### config.mk
export PLATFORM = sky130hd
export DESIGN_NAME = rs232_uart
export DESIGN_NICKNAME = d
export VERILOG_FILES = /design/src/rtl/rs232_pkg.sv /design/src/rtl/sync_fifo.sv /design/src/rtl/rs232_uart.sv
export SDC_FILE = /design/constraint.sdc
export NUM_CORES = 1
export LEC_CHECK = 0
export CAP_MARGIN = 20
export CORE_ASPECT_RATIO = 1.2
export CORE_UTILIZATION = 55
export DETAILED_ROUTE_END_ITERATION = 8
export DONT_BUFFER_PORTS = 1
export PLACE_DENSITY = 0.79
export REMOVE_ABC_BUFFERS = 1
export SYNTH_ARGS = -nofsm -noshare
export SYNTH_HDL_FRONTEND = slang
export SYNTH_SLANG_ARGS = --single-unit
### constraint.sdc
create_clock -name clock -period 6 [get_ports clock]
set_clock_uncertainty 0.05 [all_clocks]
set_input_delay 1.2 -clock clock [delete_from_list [all_inputs] [get_ports clock]]
set_output_delay 1.2 -clock clock [all_outputs]
set_load 0.005 [all_outputs]
### src/rtl/rs232_pkg.sv
// Shared definitions for the RS-232 UART: parity modes, FSM state encodings
// and the parity helper used by both the transmitter and the receiver.
package rs232_pkg;

  localparam int PARITY_NONE = 0;
  localparam int PARITY_ODD  = 1;
  localparam int PARITY_EVEN = 2;

  typedef enum logic [2:0] {
    TX_IDLE,
    TX_START,
    TX_DATA,
    TX_PARITY,
    TX_STOP
  } tx_state_t;

  typedef enum logic [2:0] {
    RX_IDLE,
    RX_START,
    RX_DATA,
    RX_PARITY,
    RX_STOP,
    RX_BREAK
  } rx_state_t;

  // Unused upper data bits must be zero so they do not disturb the XOR.
  function automatic logic parity_bit(input logic [7:0] data, input int mode);
    return (mode == PARITY_ODD) ? ~(^data) : (^data);
  endfunction

endpackage

### src/rtl/sync_fifo.sv
// First-word fall-through FIFO: head visible while not empty, 1-cycle push/pop.
// Push is dropped when full unless a pop happens on the same edge.
module sync_fifo #(
  parameter int WIDTH = 8,
  parameter int DEPTH = 4
) (
  input  logic                       clock,
  input  logic                       reset_n,
  input  logic                       push,
  input  logic [WIDTH-1:0]           push_data,
  input  logic                       pop,
  output logic [WIDTH-1:0]           pop_data,
  output logic                       full,
  output logic                       empty,
  output logic [$clog2(DEPTH):0]     level
);

  localparam int AW = $clog2(DEPTH);
  localparam logic [AW:0] FULL_LEVEL = (AW+1)'(DEPTH);

  logic [WIDTH-1:0] mem [DEPTH];
  logic [AW-1:0]    wr_ptr;
  logic [AW-1:0]    rd_ptr;
  logic             do_push;
  logic             do_pop;

  assign empty   = (level == '0);
  assign full    = (level == FULL_LEVEL);
  assign do_pop  = pop & ~empty;
  assign do_push = push & (~full | do_pop);

  // Forcing zero while empty keeps the head output clean without resetting the array.
  assign pop_data = empty ? '0 : mem[rd_ptr];

  always_ff @(posedge clock) begin
    if (do_push) mem[wr_ptr] <= push_data;
  end

  always_ff @(posedge clock or negedge reset_n) begin
    if (!reset_n) begin
      wr_ptr <= '0;
      rd_ptr <= '0;
      level  <= '0;
    end else begin
      if (do_push) wr_ptr <= wr_ptr + 1'b1;
      if (do_pop)  rd_ptr <= rd_ptr + 1'b1;
      case ({do_push, do_pop})
        2'b10:   level <= level + 1'b1;
        2'b01:   level <= level - 1'b1;
        default: level <= level;
      endcase
    end
  end

endmodule

### src/rtl/rs232_uart.sv
// Full-duplex UART with internal baud divider, optional parity, RX FIFO and sticky errors.
// TX line lags its FSM by one registered cycle; RX bytes are dropped with err_overrun when the FIFO is full.
module rs232_uart
  import rs232_pkg::*;
#(
  parameter int CLKS_PER_BIT  = 8750,
  parameter int DATA_BITS     = 8,
  parameter int PARITY        = 0,
  parameter int STOP_BITS     = 1,
  parameter int RX_FIFO_DEPTH = 4
) (
  input  logic                               clock,
  input  logic                               reset_n,
  input  logic                               rx,
  output logic                               tx,
  input  logic [DATA_BITS-1:0]               tx_data,
  input  logic                               tx_valid,
  output logic                               tx_ready,
  output logic [DATA_BITS-1:0]               rx_data,
  output logic                               rx_valid,
  input  logic                               rx_ready,
  output logic [$clog2(RX_FIFO_DEPTH):0]     rx_level,
  output logic                               err_frame,
  output logic                               err_parity,
  output logic                               err_overrun,
  input  logic                               err_clear
);

  localparam int CW = $clog2(CLKS_PER_BIT);
  localparam logic [CW-1:0] BIT_LAST  = CW'(CLKS_PER_BIT - 1);
  localparam logic [CW-1:0] HALF_BIT  = CW'(CLKS_PER_BIT / 2 - 1);
  localparam logic [2:0]    DATA_LAST = 3'(DATA_BITS - 1);
  localparam logic [2:0]    STOP_LAST = 3'(STOP_BITS - 1);

  // ---------------- transmitter ----------------
  tx_state_t             tx_state, tx_next;
  logic [CW-1:0]         tx_cnt;
  logic [2:0]            tx_idx;
  logic [DATA_BITS-1:0]  tx_shift;
  logic                  tx_par;
  logic                  tx_bit_done;
  logic                  tx_accept;

  assign tx_bit_done = (tx_cnt == BIT_LAST);
  assign tx_accept   = tx_valid & tx_ready;

  always_ff @(posedge clock or negedge reset_n) begin
    if (!reset_n) tx_state <= TX_IDLE;
    else          tx_state <= tx_next;
  end

  always_comb begin
    tx_next  = tx_state;
    tx_ready = 1'b0;
    case (tx_state)
      TX_IDLE: begin
        tx_ready = 1'b1;
        if (tx_valid) tx_next = TX_START;
      end
      TX_START:  if (tx_bit_done) tx_next = TX_DATA;
      TX_DATA:   if (tx_bit_done && tx_idx == DATA_LAST)
                   tx_next = (PARITY != PARITY_NONE) ? TX_PARITY : TX_STOP;
      TX_PARITY: if (tx_bit_done) tx_next = TX_STOP;
      TX_STOP: begin
        // Ready on the last stop cycle lets the next frame follow with no gap.
        if (tx_bit_done && tx_idx == STOP_LAST) begin
          tx_ready = 1'b1;
          tx_next  = tx_valid ? TX_START : TX_IDLE;
        end
      end
      default: tx_next = TX_IDLE;
    endcase
  end

  always_ff @(posedge clock or negedge reset_n) begin
    if (!reset_n) begin
      tx       <= 1'b1;
      tx_cnt   <= '0;
      tx_idx   <= '0;
      tx_shift <= '0;
      tx_par   <= 1'b0;
    end else begin
      case (tx_state)
        TX_START:  tx <= 1'b0;
        TX_DATA:   tx <= tx_shift[0];
        TX_PARITY: tx <= tx_par;
        default:   tx <= 1'b1;
      endcase
      if (tx_accept) begin
        tx_shift <= tx_data;
        tx_par   <= parity_bit(8'(tx_data), PARITY);
      end else if (tx_state == TX_DATA && tx_bit_done) begin
        tx_shift <= tx_shift >> 1;
      end
      if (tx_state == TX_IDLE || tx_next != tx_state) begin
        tx_cnt <= '0;
        tx_idx <= '0;
      end else if (tx_bit_done) begin
        tx_cnt <= '0;
        tx_idx <= tx_idx + 1'b1;
      end else begin
        tx_cnt <= tx_cnt + 1'b1;
      end
    end
  end

  // ---------------- receiver ----------------
  rx_state_t             rx_state, rx_next;
  logic                  rx_s1, rx_s2, rx_s3;
  logic [1:0]            rx_samp;
  logic [CW-1:0]         rx_cnt;
  logic [2:0]            rx_idx;
  logic [DATA_BITS-1:0]  rx_shift;
  logic                  rx_par_err;
  logic                  rx_bit;
  logic                  rx_bit_done;
  logic                  fifo_push, fifo_pop, fifo_full, fifo_empty;
  logic                  set_frame, set_parity, set_overrun;

  assign rx_bit_done = (rx_cnt == BIT_LAST);
  // Majority vote over the last three synchronized samples around the bit centre.
  assign rx_bit   = (rx_samp[1] & rx_samp[0]) | (rx_samp[1] & rx_s2) | (rx_samp[0] & rx_s2);
  assign rx_valid = ~fifo_empty;
  assign fifo_pop = rx_valid & rx_ready;

  always_ff @(posedge clock or negedge reset_n) begin
    if (!reset_n) rx_state <= RX_IDLE;
    else          rx_state <= rx_next;
  end

  always_comb begin
    rx_next     = rx_state;
    fifo_push   = 1'b0;
    set_frame   = 1'b0;
    set_parity  = 1'b0;
    set_overrun = 1'b0;
    case (rx_state)
      RX_IDLE:   if (rx_s3 && !rx_s2) rx_next = RX_START;
      RX_START:  if (rx_cnt == HALF_BIT) rx_next = rx_s2 ? RX_IDLE : RX_DATA;
      RX_DATA:   if (rx_bit_done && rx_idx == DATA_LAST)
                   rx_next = (PARITY != PARITY_NONE) ? RX_PARITY : RX_STOP;
      RX_PARITY: if (rx_bit_done) rx_next = RX_STOP;
      RX_STOP: begin
        if (rx_bit_done) begin
          if (!rx_bit) begin
            set_frame = 1'b1;
            rx_next   = RX_BREAK;
          end else begin
            rx_next    = RX_IDLE;
            set_parity = rx_par_err;
            if (fifo_full && !fifo_pop) set_overrun = 1'b1;
            else                        fifo_push   = 1'b1;
          end
        end
      end
      RX_BREAK:  if (rx_s2) rx_next = RX_IDLE;
      default:   rx_next = RX_IDLE;
    endcase
  end

  always_ff @(posedge clock or negedge reset_n) begin
    if (!reset_n) begin
      rx_s1       <= 1'b1;
      rx_s2       <= 1'b1;
      rx_s3       <= 1'b1;
      rx_samp     <= 2'b11;
      rx_cnt      <= '0;
      rx_idx      <= '0;
      rx_shift    <= '0;
      rx_par_err  <= 1'b0;
      err_frame   <= 1'b0;
      err_parity  <= 1'b0;
      err_overrun <= 1'b0;
    end else begin
      rx_s1   <= rx;
      rx_s2   <= rx_s1;
      rx_s3   <= rx_s2;
      rx_samp <= {rx_samp[0], rx_s2};
      if (rx_state == RX_DATA && rx_bit_done)
        rx_shift <= {rx_bit, rx_shift[DATA_BITS-1:1]};
      if (rx_state == RX_PARITY && rx_bit_done)
        rx_par_err <= rx_bit ^ parity_bit(8'(rx_shift), PARITY);
      if (rx_state == RX_IDLE || rx_state == RX_BREAK || rx_next != rx_state) begin
        rx_cnt <= '0;
        rx_idx <= '0;
      end else if (rx_bit_done) begin
        rx_cnt <= '0;
        rx_idx <= rx_idx + 1'b1;
      end else begin
        rx_cnt <= rx_cnt + 1'b1;
      end
      // A fresh error on the clearing cycle keeps its flag set.
      err_frame   <= set_frame   | (err_frame   & ~err_clear);
      err_parity  <= set_parity  | (err_parity  & ~err_clear);
      err_overrun <= set_overrun | (err_overrun & ~err_clear);
    end
  end

  sync_fifo #(
    .WIDTH (DATA_BITS),
    .DEPTH (RX_FIFO_DEPTH)
  ) u_rx_fifo (
    .clock     (clock),
    .reset_n   (reset_n),
    .push      (fifo_push),
    .push_data (rx_shift),
    .pop       (fifo_pop),
    .pop_data  (rx_data),
    .full      (fifo_full),
    .empty     (fifo_empty),
    .level     (rx_level)
  );

endmodule

==> results of run 1 <==
## Yosys cell counts (2+ instances only)
library cell   n
nor3_1        20
inv_1         22
mux2_2         8
dfrtp_1       68
nand3b_1       4
buf_6          2
o211ai_1       2
nand4_1        4
nor4_4         2
and3_1         8
or3_1          3
nor3b_1        2
nand3_1       13
a21oi_1        8
and2_1        13
nand2_1       29
nor2_1        31
nor2b_1        3
nor4b_1        2
clkbuf_1       9
edfxtp_1      32
a31oi_1        5
xor2_1        19
nand2b_1       3
xnor2_1       27
o21ai_4        2
ha_1          15
mux4_2         8
o22ai_1        2
mux2i_1        8
buf_2          2
o21ai_0       15
dfstp_2        5
## metrics by stage
step	hold WS (ns)	area [um2]	utilization, %
floorplan	0.2952	5026	-
global placement	0.2969	5184	57.38
detailed placement	0.2968	5184	57.38
CTS	0.3115	5391	59.68
global route	0.3250	5391	59.68
finish	0.3100	5391	59.68
## worst max-delay path: stages (launching register included)
cell	delay [ns]
dfrtp_1	0.43
inv_1	0.08
ha_1	0.12
nor4bb_1	0.26
nand4_1	0.41
o31a_1	0.42
nor3_1	0.18
## cells by family after synthesis
group / after synthesis / share of synthesized area (%)
AOI/OAI and AO/OA: 45 / 5.933
xor gates and xnor gates: 46 / 7.894
adders and majority gates: 17 / 4.266
buffers and inverters: 37 / 3.138
DFF: 105 / 54.74
muxes: 25 / 7.085
and+or+nand+nor: 151 / 16.94
## metal layers
layer,track usage [%],up-vias
li1,-,1494
met2,33.90,60
met5,0,-
met3,4.096,9
met1,22.63,1501
met4,6.452,0
## worst max-delay path by stage
stage                     slack [ns]       from            endpoint  cells past startpoint
final                           2.48  tx_cnt[1]            tx_ready                      6
after CTS                       2.46  tx_cnt[1]            tx_ready                      6
after global placement          2.82   rx_ready  u_rx_fifo.level[2]                      9
after floorplan                 2.89   rx_ready  u_rx_fifo.level[2]                      9
after detailed placement        2.74   rx_ready  u_rx_fifo.level[2]                      9
after global routing            2.20  tx_cnt[1]            tx_ready                      6
## cell type report
| type | instances | area, um2 | share of cell area (%) |
|---|---|---|---|
| clock buffer | 9 | 123.9 | 2.298 |
| inverter | 22 | 82.58 | 1.532 |
| multi-input combinational | 284 | 2150 | 39.87 |
| sequential | 105 | 2794 | 51.82 |
| tap | 120 | 150.1 | 2.785 |
| clock inverter | 7 | 83.83 | 1.555 |
| timing repair buffer | 1 | 7.507 | 0.1392 |
## power breakdown
part	leakage [nW]	internal [mW]	total (mW)	switching, mW
registers	1.33	0.808	0.912	0.104
logic	0.940	0.119	0.224	0.105
clock network	0.105	0.202	0.456	0.254
total	2.37	1.13	1.59	0.462
## sequential cells by signal (all words and copies together) (netlist names), 2 cells and up
register,cells
u_rx_fifo.rd_ptr,2
tx_state,3
rx_cnt,14
tx_idx,3
tx_cnt,14
rx_samp,2
rx_shift,8
u_rx_fifo.wr_ptr,2
tx_shift,8
u_rx_fifo.level,3
rx_idx,3
rx_state,3
u_rx_fifo.mem,32
==> results.yml, run 1 <==
detailed_routing:
  wl_mm: 8.111
  ant_nets: 0
  vias: 3064
  met2WireLength_mm: 4.275
  drc: 0
  dr.pass1.iters: 4
  wl_per_cell_um: 14.80
  wl_met1_mm: 3.382
  drt_iter0_drc: 174
  top_layer_used: "met4"
  viasPerCell: 5.591
  routed-wl-met3_um: 323
synth:
  avgSynthCellArea_um2: 11.98
  ys_types: 63
  syn_area_um2: 5104
  yosys-top-cells-area: "dfrtp_1, edfxtp_1, xnor2_1"
  synth.largest_area_cell: "dfrtp_1"
  yosysSeqAreaShare_pct: 54.74
  ys.flop_type: "dfrtp_1"
  synth_top_area_share_pct: 33.34
  yosys_warnings: 0
  synth_edf_count: 32
  synthArstFlopShare_pct: 69.52
  synth_seq_cells: 105
  synth_cells: 426
min_path:
  hold_end: "rx_s2"
  hp-class: "reg -> reg"
  whs_path_depth: 0
  worstHoldStart: "rx_s1"
sta:
  fmax_mhz: 284.2
  worstMarginPinSlew_ns: 1.017
  maxSlewHeadroom_pct: 31.78
  setup_viol: 0
  finalSetupTns_ns: 0
  hold_viol_final: 0
  postLayoutSetupSlackWorst_ns: 2.482
  rsz0062_at_grt: "false"
  period_minus_slack_ns: 3.518
  drv_slew: 0
  period_share_pct: 58.64
worst_setup_path:
  timing.rr.start: "rx_cnt[6]"
  worstSetupPathType: "reg -> out"
  r2r_slack_ns: 2.79
  timing.rr.end: "u_rx_fifo.level[1]"
  critPathCaptureType: "output pin"
  crit_arrival_ns: 2.27
  reg2reg_depth: 9
  start_kind: "register"
  cp_max_fo: 10
  crit_required_ns: 4.75
grt:
  grt_pass1_wl_mm: 14.45
  grt_pass1_vias: 3152
  gr-total-overflow: 0
  grt_max_degree: 74
  grt_usage_pct: 18.89
  antenna_found_initial: 0
layout:
  syn_to_final_growth_pct: 5.639
  drive_gt1_share_pct: 11.92
  final_cell_count_no_fill: 548
  diodes: 0
  most-common-layout-cells: "dfrtp_1, edfxtp_1, nor2_1"
  nNetsFinal: 453
  num-fill-cells: 730
  layout_commonest_cell: "dfrtp_1"
run:
  maxCapViolations: 0
die:
  core_um2: 9034
  initial_utilization_pct: 56.50
  die_width_um: 89.94
  row_count: 38
  die_h_um: 107.5
  die_area_um2: 9670
  top_level_ports: 31
pwr:
  vdd_drop_max_uv: 153.3
  power_density_nw_per_um2: 295.2
  total_power_mw: 1.591
  power.leakage_nw: 2.371
clock_network:
  numCtsBuffers: 9
  postCtsSetupRepairBufs: 0
  clk_latency_ns: 0.37
  cts_max_path_buffers: 2
  cts_root_buffer: "clkbuf_8"
  cts.sinks: 105
  cts_tree: "yes"
  ctsHoldBuffers: 0
  cts-resized-gates: 0
  clk_pin_slew_worst_paths_ns: 0.10
  h-tree-depth: 3
outcome:
  status: "finished clean"
place:
  dp.cells: 532
  place_ws_ns: 2.744
  post-dp-hpwl_mm: 5.665
  gp_congestion: 0.7870
  portBuffers: 0
No activity file was read; power rests on OpenSTA's default activity.
==> run 2: changes to the inputs <==
--- a/config.mk
+++ b/config.mk
@@ -10,7 +10,7 @@
 export CORE_UTILIZATION = 55
 export DETAILED_ROUTE_END_ITERATION = 8
 export DONT_BUFFER_PORTS = 1
-export PLACE_DENSITY = 0.79
+export PLACE_DENSITY = 0.82
 export REMOVE_ABC_BUFFERS = 1
 export SYNTH_ARGS = -nofsm -noshare
 export SYNTH_HDL_FRONTEND = slang
==> constraint.sdc (replaced) <==
create_clock -name clock -period 2.84 [get_ports clock]
set_clock_uncertainty 0.05 [all_clocks]
set_input_delay 0.568 -clock clock [delete_from_list [all_inputs] [get_ports clock]]
set_output_delay 0.568 -clock clock [all_outputs]
set_load 0.005 [all_outputs]
==> run 2 against run 1 <==
  * Die area unchanged
  * Core utilization up 0.91 points
  * First-iteration DRC count up 43%
  * Register-to-register slack got worse by 2.6 ns
  * Final cell count up 1.3%
  * Largest cell class unchanged
==> results.yml, run 2 (synthesized netlist as in run 1, its figures left out) <==
clock_network:
  numCtsBuffers: 9
  cts_tree: "yes"
  clk_pin_slew_worst_paths_ns: 0.09
  cts_max_path_buffers: 2
  cts_root_buffer: "clkbuf_8"
  cts.sinks: 105
  h-tree-depth: 3
  clk_latency_ns: 0.37
layout:
  most-common-layout-cells: "dfrtp_1, edfxtp_1, nor2_1"
  postLayoutCellArea_um2: 5474
  final_cell_count_no_fill: 555
  diodes: 0
  largest_register_ffs: 32
  drive_gt1_share_pct: 12.87
  layout_commonest_cell: "dfrtp_1"
  nNetsFinal: 460
  regMostFlops: "u_rx_fifo.mem"
  reg_top3: "u_rx_fifo.mem (32), rx_cnt (14), tx_cnt (14)"
  syn_to_final_growth_pct: 7.257
pwr:
  power_density_nw_per_um2: 624.8
  total_power_mw: 3.420
  vdd_drop_max_uv: 397.6
  power_switching_share_pct: 27.87
  clockPowerShare_pct: 28.7
  pwr-share-seq_pct: 56.2
  netSwitchingPower_mw: 0.9532
  power.internal_mw: 2.467
  power.leakage_nw: 2.414
  p_comb_share_pct: 15.1
die:
  core_um2: 9034
  top_level_ports: 31
  row_count: 38
  die_h_um: 107.5
  die_width_um: 89.94
  initial_utilization_pct: 56.50
  die_area_um2: 9670
place:
  portBuffers: 0
  placed_cell_area_um2: 5221
  post-dp-hpwl_mm: 6.200
  dp.cells: 537
  gp_congestion: 0.8069
detailed_routing:
  vias: 3116
  dr.pass1.iters: 4
  drc: 0
  met2WireLength_mm: 4.724
  wl_mm: 8.573
  ant_nets: 0
  drt_iter0_drc: 249
  wl_per_cell_um: 15.45
  viasPerCell: 5.614
  top_layer_used: "met4"
  routed-wl-met3_um: 298
  wl_met1_mm: 3.371
sta:
  period_minus_slack_ns: 2.639
  finalSetupTns_ns: 0
  hold_viol_final: 0
  rsz0062_at_grt: "false"
  worstMarginPinSlew_ns: 0.9828
  fmax_mhz: 379.0
  maxSlewHeadroom_pct: 34.04
  setup_viol: 0
  drv_slew: 0
  period_share_pct: 92.91
  whs_ns: 0.02050
worst_setup_path:
  critPathSlowestCell: "or4_4"
  cp_top_family: "simple AND/OR/NAND/NOR gates"
  crit_required_ns: 3.08
  critPathCaptureType: "register"
  crit_top_cell: "inv_1"
  worstSetupPathType: "reg -> reg"
  cp_max_fo: 7
  r2r_slack_ns: 0.20
  crit_arrival_ns: 2.88
  crit_buf_inv: 2
  cp_cell_sequence: "or4_4 > nor4_4 > nand3_4 > nor2b_4 > inv_1 > ha_1 > inv_1 > fa_1 > o21ai_0"
  start_kind: "register"
  slowest_delay_ns: 0.59
grt:
  grt_pass1_wl_mm: 14.44
  antenna_found_initial: 0
  gr-total-overflow: 0
  grt_pass1_vias: 3117
  grt_max_degree: 74
  grt_usage_pct: 19.49
outcome:
  status: "finished clean"
min_path:
  hp-class: "in -> async"
run:
  maxCapViolations: 0
-- run 2: timing repair --
item / CTS / global route
endpoints found under the setup margin: 0 / 1
endpoints found under the hold margin: 73 / 0
hold buffers: 1 / 0
buffers inserted: 0 / 1
resized for setup: 0 / 1
-- run 2: worst paths after layout --
path,from,end,cells after the start
max,rx_cnt[7],u_rx_fifo.level[1],9
min,reset_n,tx_idx[2],1
max reg2reg,rx_cnt[7],u_rx_fifo.level[1],9
min reg2reg,rx_s1,rx_s2,0
max in group asynchronous,reset_n,rx_s1,1
min in group clock,rx,rx_s1,0
-- run 2: power by group through the flow --
stage,combinational [mW],clock [mW],sequential [mW]
final,0.517,0.981,1.92
after global routing,0.591,1.07,1.95
after CTS,0.528,1.00,1.93
after detailed placement,0.504,0,1.95
after global placement,0.477,0,1.94
after floorplan,0.409,0,1.91
-- run 2: stage by stage --
step	setup slack (ns)	utilization, %
2_1_floorplan	-0.05273	-
3_3_place_gp	0.2523	57.80
3_5_place_dp	0.2045	57.80
4_1_cts	0.07856	60.46
5_1_grt	0.03698	60.60
6_report	0.2015	60.60
-- run 2: routing by layer --
layer	vias up	track usage (%)
met2	63	35.66
met5	-	0
met1	1542	21.38
li1	1498	-
met3	13	4.520
met4	0	9.447
-- run 2: layout make-up --
cell class              instances  area (um2)
clock buffers                  11       131.4
clock inverters                 5       81.33
fillers                       729        3560
inverters                      22       82.58
multi-input cells             284        2155
flip-flops and latches        105        2794
well taps                     120       150.1
repair buffers                  8       80.08
